## config.mk

```make
export PLATFORM = sky130hd
export DESIGN_NAME = oam_dma
export DESIGN_NICKNAME = d
export VERILOG_FILES = /design/src/rtl/oam_dma_pkg.sv /design/src/rtl/oam_dma.sv
export SDC_FILE = /design/constraint.sdc
export NUM_CORES = 1
export LEC_CHECK = 0
export CAP_MARGIN = 20
export CORE_MARGIN = 5
export CORE_UTILIZATION = 44
export CTS_CLUSTER_SIZE = 8
export DETAILED_ROUTE_END_ITERATION = 6
export GPL_TIMING_DRIVEN = 1
export PLACE_DENSITY = 0.77
export SYNTH_ARGS = -nofsm -noshare
export SYNTH_HDL_FRONTEND = slang
export SYNTH_SLANG_ARGS = --single-unit
```

## constraint.sdc

```tcl
create_clock -name clk -period 1.8 [get_ports clk]
set_input_delay 0.36 -clock clk [delete_from_list [all_inputs] [get_ports clk]]
set_output_delay 0.36 -clock clk [all_outputs]
set_load 0.01 [all_outputs]
```

## src/rtl/oam_dma_pkg.sv

```systemverilog
// rtl/oam_dma_pkg.sv - shared state type and constants for the OAM DMA engine
package oam_dma_pkg;

    typedef enum logic [1:0] {
        ST_IDLE  = 2'd0,
        ST_READ  = 2'd1,
        ST_WAIT  = 2'd2,
        ST_WRITE = 2'd3
    } dma_state_t;

    localparam logic [7:0]  DMA_LEN  = 8'hA0;
    localparam logic [15:0] OAM_BASE = 16'hFE00;

    // Pages E0-FF alias work RAM at C0-DF (echo RAM), so fold them down.
    function automatic logic [7:0] echo_map(input logic [7:0] page);
        if (page >= 8'hE0) begin
            return page - 8'h20;
        end
        return page;
    endfunction

endpackage

```

## src/rtl/oam_dma.sv

```systemverilog
// rtl/oam_dma.sv - OAM DMA engine copying LEN bytes from a source page into OAM
module oam_dma
    import oam_dma_pkg::*;
#(
    parameter logic [7:0]  LEN      = DMA_LEN,
    parameter logic [15:0] DST_BASE = OAM_BASE
) (
    input  logic        clk,
    input  logic        rst,
    input  logic        dma_start,
    input  logic [7:0]  dma_page,
    input  logic [7:0]  mem_rdata,
    output logic [15:0] mem_address,
    output logic        mem_oe,
    output logic        mem_we,
    output logic [7:0]  mem_wdata,
    output logic        bus_req,
    output logic        dma_done
);

    dma_state_t  r_state;
    dma_state_t  w_next;
    logic [7:0]  r_idx;
    logic [7:0]  r_src_page;
    logic [7:0]  r_data;
    logic        r_done;
    logic        w_last;

    assign w_last   = (r_idx == (LEN - 8'd1));
    assign dma_done = r_done;

    // State, index, source page, data byte and completion pulse registers.
    always_ff @(posedge clk) begin
        if (rst) begin
            r_state    <= ST_IDLE;
            r_idx      <= 8'd0;
            r_src_page <= 8'd0;
            r_data     <= 8'd0;
            r_done     <= 1'b0;
        end else begin
            r_state <= w_next;
            // Done only when the final write completes without a restart on top of it.
            r_done  <= (r_state == ST_WRITE) && w_last && !dma_start;
            if (dma_start) begin
                r_src_page <= echo_map(dma_page);
                r_idx      <= 8'd0;
            end else begin
                if (r_state == ST_WAIT) begin
                    r_data <= mem_rdata;
                end
                if (r_state == ST_WRITE) begin
                    // Wrap to zero after the last byte so idx never passes LEN-1.
                    r_idx <= w_last ? 8'd0 : (r_idx + 8'd1);
                end
            end
        end
    end

    // Next-state logic; a start pulse from any state (re)starts the transfer.
    always_comb begin
        w_next = r_state;
        case (r_state)
            ST_IDLE:  w_next = ST_IDLE;
            ST_READ:  w_next = ST_WAIT;
            ST_WAIT:  w_next = ST_WRITE;
            ST_WRITE: w_next = w_last ? ST_IDLE : ST_READ;
            default:  w_next = ST_IDLE;
        endcase
        if (dma_start) begin
            w_next = ST_READ;
        end
    end

    // Bus outputs decoded purely from registered state, never from dma_start.
    always_comb begin
        mem_address = 16'h0000;
        mem_oe      = 1'b0;
        mem_we      = 1'b0;
        mem_wdata   = 8'h00;
        bus_req     = 1'b0;
        case (r_state)
            ST_READ, ST_WAIT: begin
                mem_address = {r_src_page, r_idx};
                mem_oe      = 1'b1;
                bus_req     = 1'b1;
            end
            ST_WRITE: begin
                mem_address = DST_BASE + {8'h00, r_idx};
                mem_we      = 1'b1;
                mem_wdata   = r_data;
                bus_req     = 1'b1;
            end
            default: begin
                mem_address = 16'h0000;
            end
        endcase
    end

endmodule

```

==> results of run 1 <==
[logic make-up after synthesis]
group / synth area share
and+or+nand+nor: 0.2439
DFF: 0.4083
AOI/OAI and AO/OA: 0.1219
buffers and inverters: 0.05292
muxes: 0.1059
adders and majority gates: 0.04726
xor gates and xnor gates: 0.01985
[through the flow]
step	setup slack, ps	setup TNS, ps
final	-178.5	-2425
after CTS	-211.5	-1794
after detailed placement	-258.5	-4479
after floorplan	19.57	0
after global routing	-259.4	-3871
after global placement	-194.9	-2998
[routing by layer]
metal / vias up / track usage / share of wire
met5: - / 0 / 0
met4: 0 / 0.06332 / 0.019
li1: 643 / - / -
met2: 54 / 0.3180 / 0.50
met3: 8 / 0.04679 / 0.077
met1: 615 / 0.2214 / 0.40
[sequential cells by signal, summed over array words and instances (netlist names)]
register,count
dma_done,1
r_idx,8
r_state,2
r_src_page,8
r_data,8
[synth_stat cells]
library cell | instances | area share
dfxtp_1 | 27 | 0.41
nor2_1 | 20 | 0.057
and2_1 | 16 | 0.076
mux2i_1 | 14 | 0.11
inv_1 | 9 | 0.026
a21oi_1 | 7 | 0.026
nand3_1 | 7 | 0.026
o21a_1 | 7 | 0.040
ha_1 | 5 | 0.047
clkbuf_1 | 4 | 0.011
nand2b_1 | 4 | 0.019
nand2_1 | 3 | 0.0085
nand4_1 | 3 | 0.014
nor3_1 | 3 | 0.011
o311ai_1 | 3 | 0.020
buf_2 | 2 | 0.0076
nor4_1 | 2 | 0.0095
xor2_1 | 2 | 0.013
a2111o_1 | 1 | 0.0085
a211oi_1 | 1 | 0.0057
buf_6 | 1 | 0.0085
nor2b_1 | 1 | 0.0047
o211ai_1 | 1 | 0.0057
o21ai_0 | 1 | 0.0038
o31ai_1 | 1 | 0.0057
o41ai_1 | 1 | 0.0066
or2_4 | 1 | 0.0066
or3_1 | 1 | 0.0047
or3b_1 | 1 | 0.0066
xnor2_1 | 1 | 0.0066
[area by class of cell]
| class | instances | area (um2) |
|---|---|---|
| fill | 238 | 942.2 |
| tap | 33 | 41.29 |
| clock buffer | 3 | 22.52 |
| multi-input combinational | 107 | 789.5 |
| clock inverter | 1 | 7.507 |
| inverter | 9 | 33.78 |
| sequential | 27 | 543.0 |
| timing repair buffer | 67 | 598.1 |
[what timing repair did]
| action | in CTS | in global routing |
|---|---|---|
| pin swaps | 4 | 6 |
| gates resized for setup | 123 | 16 |
| setup buffers | 2 | 5 |
| setup endpoints to repair | 27 | 27 |
| gates cloned | 1 | 0 |
[power by group through the flow]
stage                     sequential (mW)  clock (mW)  combinational, mW
after global placement              0.633           0              0.160
after CTS                           0.622       0.277              0.185
after global routing                0.625       0.311              0.220
after detailed placement            0.635           0              0.164
after floorplan                     0.632           0             0.0688
final                               0.623       0.271              0.203
[critical path, stage by stage (launching register included)]
cell     delay (ps)
dfxtp_2         380
inv_2            50
ha_4            240
nor2_4          120
nor2_4           50
buf_6           120
buf_12          120
o21a_1           90
buf_2           130
[cell usage in the layout (no fill, tap or decap), types with 2 or more instances in the layout]
cell type and instances:
nor2_4 2, buf_6 11, nor3_2 2, ha_1 3
inv_2 2, nor2_1 18, and2_1 10, inv_1 7
buf_12 2, buf_2 18, a21oi_1 7, nor4_1 2
mux2i_1 14, buf_4 13, nand4_1 3, xor2_1 2
and2_4 6, o311ai_1 3, dfxtp_2 2, clkbuf_4 3
nand3_1 7, clkdlybuf4s50_1 19, ha_4 2, nand2_1 3
dfxtp_1 25, o21a_1 7, nand2b_1 4
[path summary, 6_finish.rpt]
check / from / endpoint / slack, ps / cells after the start
setup / recovery: r_state[0] / mem_address[9] / -180 / 8
hold / removal: r_src_page[7] / r_src_page[7] / 490 / 2
setup reg to reg: r_state[0] / r_idx[7] / 100 / 6
hold reg to reg: r_src_page[7] / r_src_page[7] / 490 / 2
==> summary.txt, run 1 <==
Status
  • Status: finished with violations
  • Violations in the final reports: negative setup slack

Global route
  • Via count of the first global-routing pass: 1333
  • Largest net degree at the start of global routing: 17
  • Global-route wire length before repair: 6223 um
  • Number of antenna violations at the first check in global routing: 0
  • Remaining Overflow, GRT: 0
  • Overall global routing resource usage: 0.1848

Logic synthesis
  • Syn Std Cell Area: 0.001324 mm2
  • Number of distinct library cells after synthesis: 30
  • Per-instance average area after synthesis: 8.825 um2
  • Mapped Cells: 150
  • Synthesis Warnings: 0
  • Flops & latches, synth: 27
  • Net count after synthesis: 174
  • Portion of the post-synthesis area used by sequential elements: 0.4083

Timing
  • Setup repair after global routing missed its margin: true
  • Final worst-path cycle share: 1.099
  • Final-layout worst hold slack: 487.8 ps
  • Worst setup margin: -178.5 ps
  • Minimum clock period: 1978 ps
  • Worst rel slew slack: 0.7702
  • Skew final: 1.173 ps
  • Final Max Slew Viols: 0
  • Final setup viols: 23
  • Highest clock rate: 505.4 MHz
  • Slew @ Worst Pin: 341.7 ps
  • Hold Fails Final Rpt: 0

Setup path
  • Worst setup path class: register to output port
  • Crit path max fanout: 4
  • Sort of element at the start of the critical path: register
  • Crit. End Element: output port
  • Signal arrival time at the worst endpoint: 1620 ps
  • Required @ worst endpoint: 1440 ps

Routing
  • Number of antenna-violating nets in the routed design: 0
  • Drt wl/cell: 15.60 um
  • Number of remaining DRC errors: 0
  • DR vias/cell: 5.344
  • Total wire length after detailed routing: 3854 um
  • Routed via count: 1320
  • Number of design-rule violations left by the first detailed-router iteration: 87
  • Total iterations of the first detailed-routing run: 4

Hold path
  • Path type of the worst min-delay path: register to register

CTS
  • Hold buffers post-CTS: 0
  • Number of clock buffers inserted by TritonCTS: 3
  • Maximum clock path buffer count: 2
  • H-tree depth: 1
  • CTS tree: yes
  • Cell chosen for the clock root: clkbuf_4
  • TritonCTS Sinks: 27
  • Clock slew at reported path FFs: 150 ps
  • Clock insertion delay at the later pin of the skew report: 320 ps

Placed design
  • Final estimated routing congestion in global placement: 0.8375
  • Count of buffers inserted at the top-level ports: 46
  • Post-DP HPWL: 2582 um
  • Count of placed standard cells including taps: 237
  • Dpl cell area: 0.001902 mm2

Power and ir drop
  • Sw Ratio: 0.2571
  • Power, Total: 1.097 mW
  • Portion of total power attributed to the clock network: 0.247
  • Share of total power in sequential cells: 0.568
  • P per Cell Area: 538.9 mW/mm2
  • Leakage: 0.8561 nW
  • Worst VDD drop: 297.4 uV
  • Internal Pwr Total: 0.8150 mW
  • NetSw: 0.2821 mW
  • Comb pwr share: 0.185

Finish
  • Share of final-layout standard cells stronger than drive strength 1: 0.3178
  • Final Cell Area: 0.002036 mm2
  • Antenna diode instance count: 0
  • P&R area growth vs syn: 53.78%
  • Post-route insts no fill: 247
  • Share of the core filled with cells: 0.6836
  • Nets@finish: 239

Floorplan
  • I/O pin cnt: 47
  • Die area: 0.004206 mm2
  • Die Span X: 64.85 um
  • Area of the core region: 0.002978 mm2
  • Initial core utilization: 0.4445
  • Die Y: 64.85 um
  • Number of placement rows: 20

Job
  • Reported max-cap violation count: 0
Power figures use the tool's default switching activity.
==> inputs of run 2 (changes only) <==
Settings changed: GPL_TIMING_DRIVEN 1 to default.
==> results of run 2 <==
Same layout as run 1: the final DEF is identical, and so are final timing and power.
==> inputs of run 3 (changes only) <==
Settings changed: PLACE_DENSITY 0.77 to 0.8.
==> run 3 against run 2 <==
The run still ends with negative setup slack left. Register-to-register slack better by 20 ps. Final cell count up 0.40%. Power up 0.38%. Non-clock buffer count up 1. Worst hold slack worse by 7.4 ps. Flip-flop and latch count unchanged. Critical path depth unchanged. Clock-buffer cell count unchanged. Clock power up 2%. Sequential share of layout area up 0.55 points.
==> summary.txt, run 3 (synthesis gave the netlist of run 1 again) <==
Finish
  • P&R area growth vs syn: 50.66%
  • Final Cell Area: 0.001994 mm2
  • Share of the core filled with cells: 0.6697
  • Share of final-layout standard cells stronger than drive strength 1: 0.3209
  • Nets@finish: 240
  • Most frequent cells in the layout: 25 x dfxtp_1, 20 x buf_2, 19 x clkdlybuf4s50_1, 18 x nor2_1, 15 x buf_4
  • Most common cell after layout, fill and taps aside: dfxtp_1
  • Registers with the most flip-flops: r_data: 8 flops, r_idx: 8 flops, r_src_page: 8 flops
  • Fill count: 258
  • Antenna diode instance count: 0

Power and ir drop
  • Leakage: 0.8448 nW
  • Worst VDD drop: 463.0 uV
  • NetSw: 0.2886 mW
  • Power, Total: 1.101 mW
  • Share of total power in sequential cells: 0.565
  • Portion of total power attributed to the clock network: 0.252
  • Comb pwr share: 0.183
  • P per Cell Area: 552.2 mW/mm2
  • Internal Pwr Total: 0.8128 mW
  • Sw Ratio: 0.2620

Timing
  • Slew @ Worst Pin: 352.3 ps
  • Skew final: 11.10 ps
  • Final Max Slew Viols: 0
  • Final setup viols: 25
  • Worst rel slew slack: 0.7645
  • Minimum clock period: 2021 ps
  • Hold Fails Final Rpt: 0
  • Worst setup margin: -221.5 ps
  • Final worst-path cycle share: 1.123
  • Final-layout worst hold slack: 480.4 ps
  • Highest clock rate: 494.7 MHz
  • Setup repair after global routing missed its margin: true

Setup path
  • Required @ worst endpoint: 1440 ps
  • Sort of element at the start of the critical path: register
  • Crit path max fanout: 6
  • Worst setup path class: register to output port
  • Signal arrival time at the worst endpoint: 1660 ps
  • Crit. End Element: output port

CTS
  • Number of clock buffers inserted by TritonCTS: 3
  • CTS tree: yes
  • Cell chosen for the clock root: clkbuf_4
  • Clock insertion delay at the later pin of the skew report: 340 ps
  • TritonCTS Sinks: 27
  • Clock slew at reported path FFs: 160 ps
  • Hold buffers post-CTS: 0
  • Maximum clock path buffer count: 2
  • H-tree depth: 1

Floorplan
  • I/O pin cnt: 47
  • Die Span X: 64.85 um
  • Die Y: 64.85 um
  • Area of the core region: 0.002978 mm2
  • Initial core utilization: 0.4445
  • Number of placement rows: 20
  • Die area: 0.004206 mm2

Global route
  • Via count of the first global-routing pass: 1288
  • Remaining Overflow, GRT: 0
  • Global-route wire length before repair: 6189 um
  • Overall global routing resource usage: 0.1834
  • Number of antenna violations at the first check in global routing: 0
  • Largest net degree at the start of global routing: 17

Placed design
  • Dpl cell area: 0.001909 mm2
  • Final estimated routing congestion in global placement: 0.8349
  • Post-DP HPWL: 2573 um
  • Count of buffers inserted at the top-level ports: 46

Routing
  • Number of remaining DRC errors: 0
  • Number of design-rule violations left by the first detailed-router iteration: 70
  • Total wire length after detailed routing: 3843 um
  • Routed via count: 1300
  • DR vias/cell: 5.242
  • Number of antenna-violating nets in the routed design: 0
  • Drt wl/cell: 15.50 um
  • Total iterations of the first detailed-routing run: 5

Hold path
  • Path type of the worst min-delay path: register to register

Status
  • Status: finished with violations
  • Violations in the final reports: negative setup slack

Job
  • Reported max-cap violation count: 0
==> run 3: changes by cell type in the layout (fill, tap and decap cells not counted), sizes merged <==
cell         delta
bufbuf          -1
buf             +3
dlygate4sd2     -1
==> run 3: path summary, 6_finish.rpt <==
path / from / endpoint / slack [ps] / cells past startpoint
worst max-delay path: r_state[0] / mem_address[9] / -220 / 8
worst min-delay path: r_src_page[6] / r_src_page[6] / 480 / 2
worst max register to register: r_state[0] / r_idx[7] / 120 / 7
worst min register to register: r_src_page[6] / r_src_page[6] / 480 / 2
==> run 3: what timing repair did <==
action | 4_1_cts | 5_1_grt
endpoints found under the setup margin | 27 | 28
setup buffers | 3 | 6
cloned | 1 | 0
pin swaps | 6 | 5
resized for setup | 124 | 16
==> run 3: layer usage <==
layer  share of wire  track usage  vias to the layer above  wire (um)
met5               0            0                        -          0
met4          0.0049      0.03694                        0         19
met3           0.081      0.06759                        2        311
met2            0.50       0.3155                       49       1912
met1            0.42       0.2177                      603       1599
li1                -            -                      646          -
==> run 3: through the flow <==
step                std cells  worst slack (ps)  setup TNS, ps
floorplan                 150             19.57              0
global placement          238            -180.0          -2715
detailed placement        238            -258.4          -3821
CTS                       245            -217.6          -2071
global route              248            -292.0          -4745
finish                    248            -221.5          -3517
==> run 3: final cells by class <==
class / count / area (um2) / share of cell area
Timing Repair Buffer: 68 / 556.8 / 0.2792
Clock inverter: 1 / 7.507 / 0.003764
Clock buffer: 3 / 22.52 / 0.01129
Tap cell: 33 / 41.29 / 0.02070
Inverter: 9 / 33.78 / 0.01694
Multi-Input combinational cell: 107 / 789.5 / 0.3959
Sequential cell: 27 / 543.0 / 0.2723
==> run 3: power groups by stage <==
stage,combinational (mW),sequential (mW),clock [mW]
2_1_floorplan,0.0688,0.632,0
3_3_place_gp,0.162,0.633,0
3_5_place_dp,0.167,0.634,0
4_1_cts,0.189,0.622,0.285
5_1_grt,0.219,0.624,0.303
6_report,0.202,0.622,0.277
==> run 3: worst max-delay path: stages (launching register included) <==
cell	delay, ps
dfxtp_2	380
inv_2	60
ha_4	280
nor2_4	40
nor2_4	100
buf_6	130
buf_6	90
o21a_1	110
buf_2	120
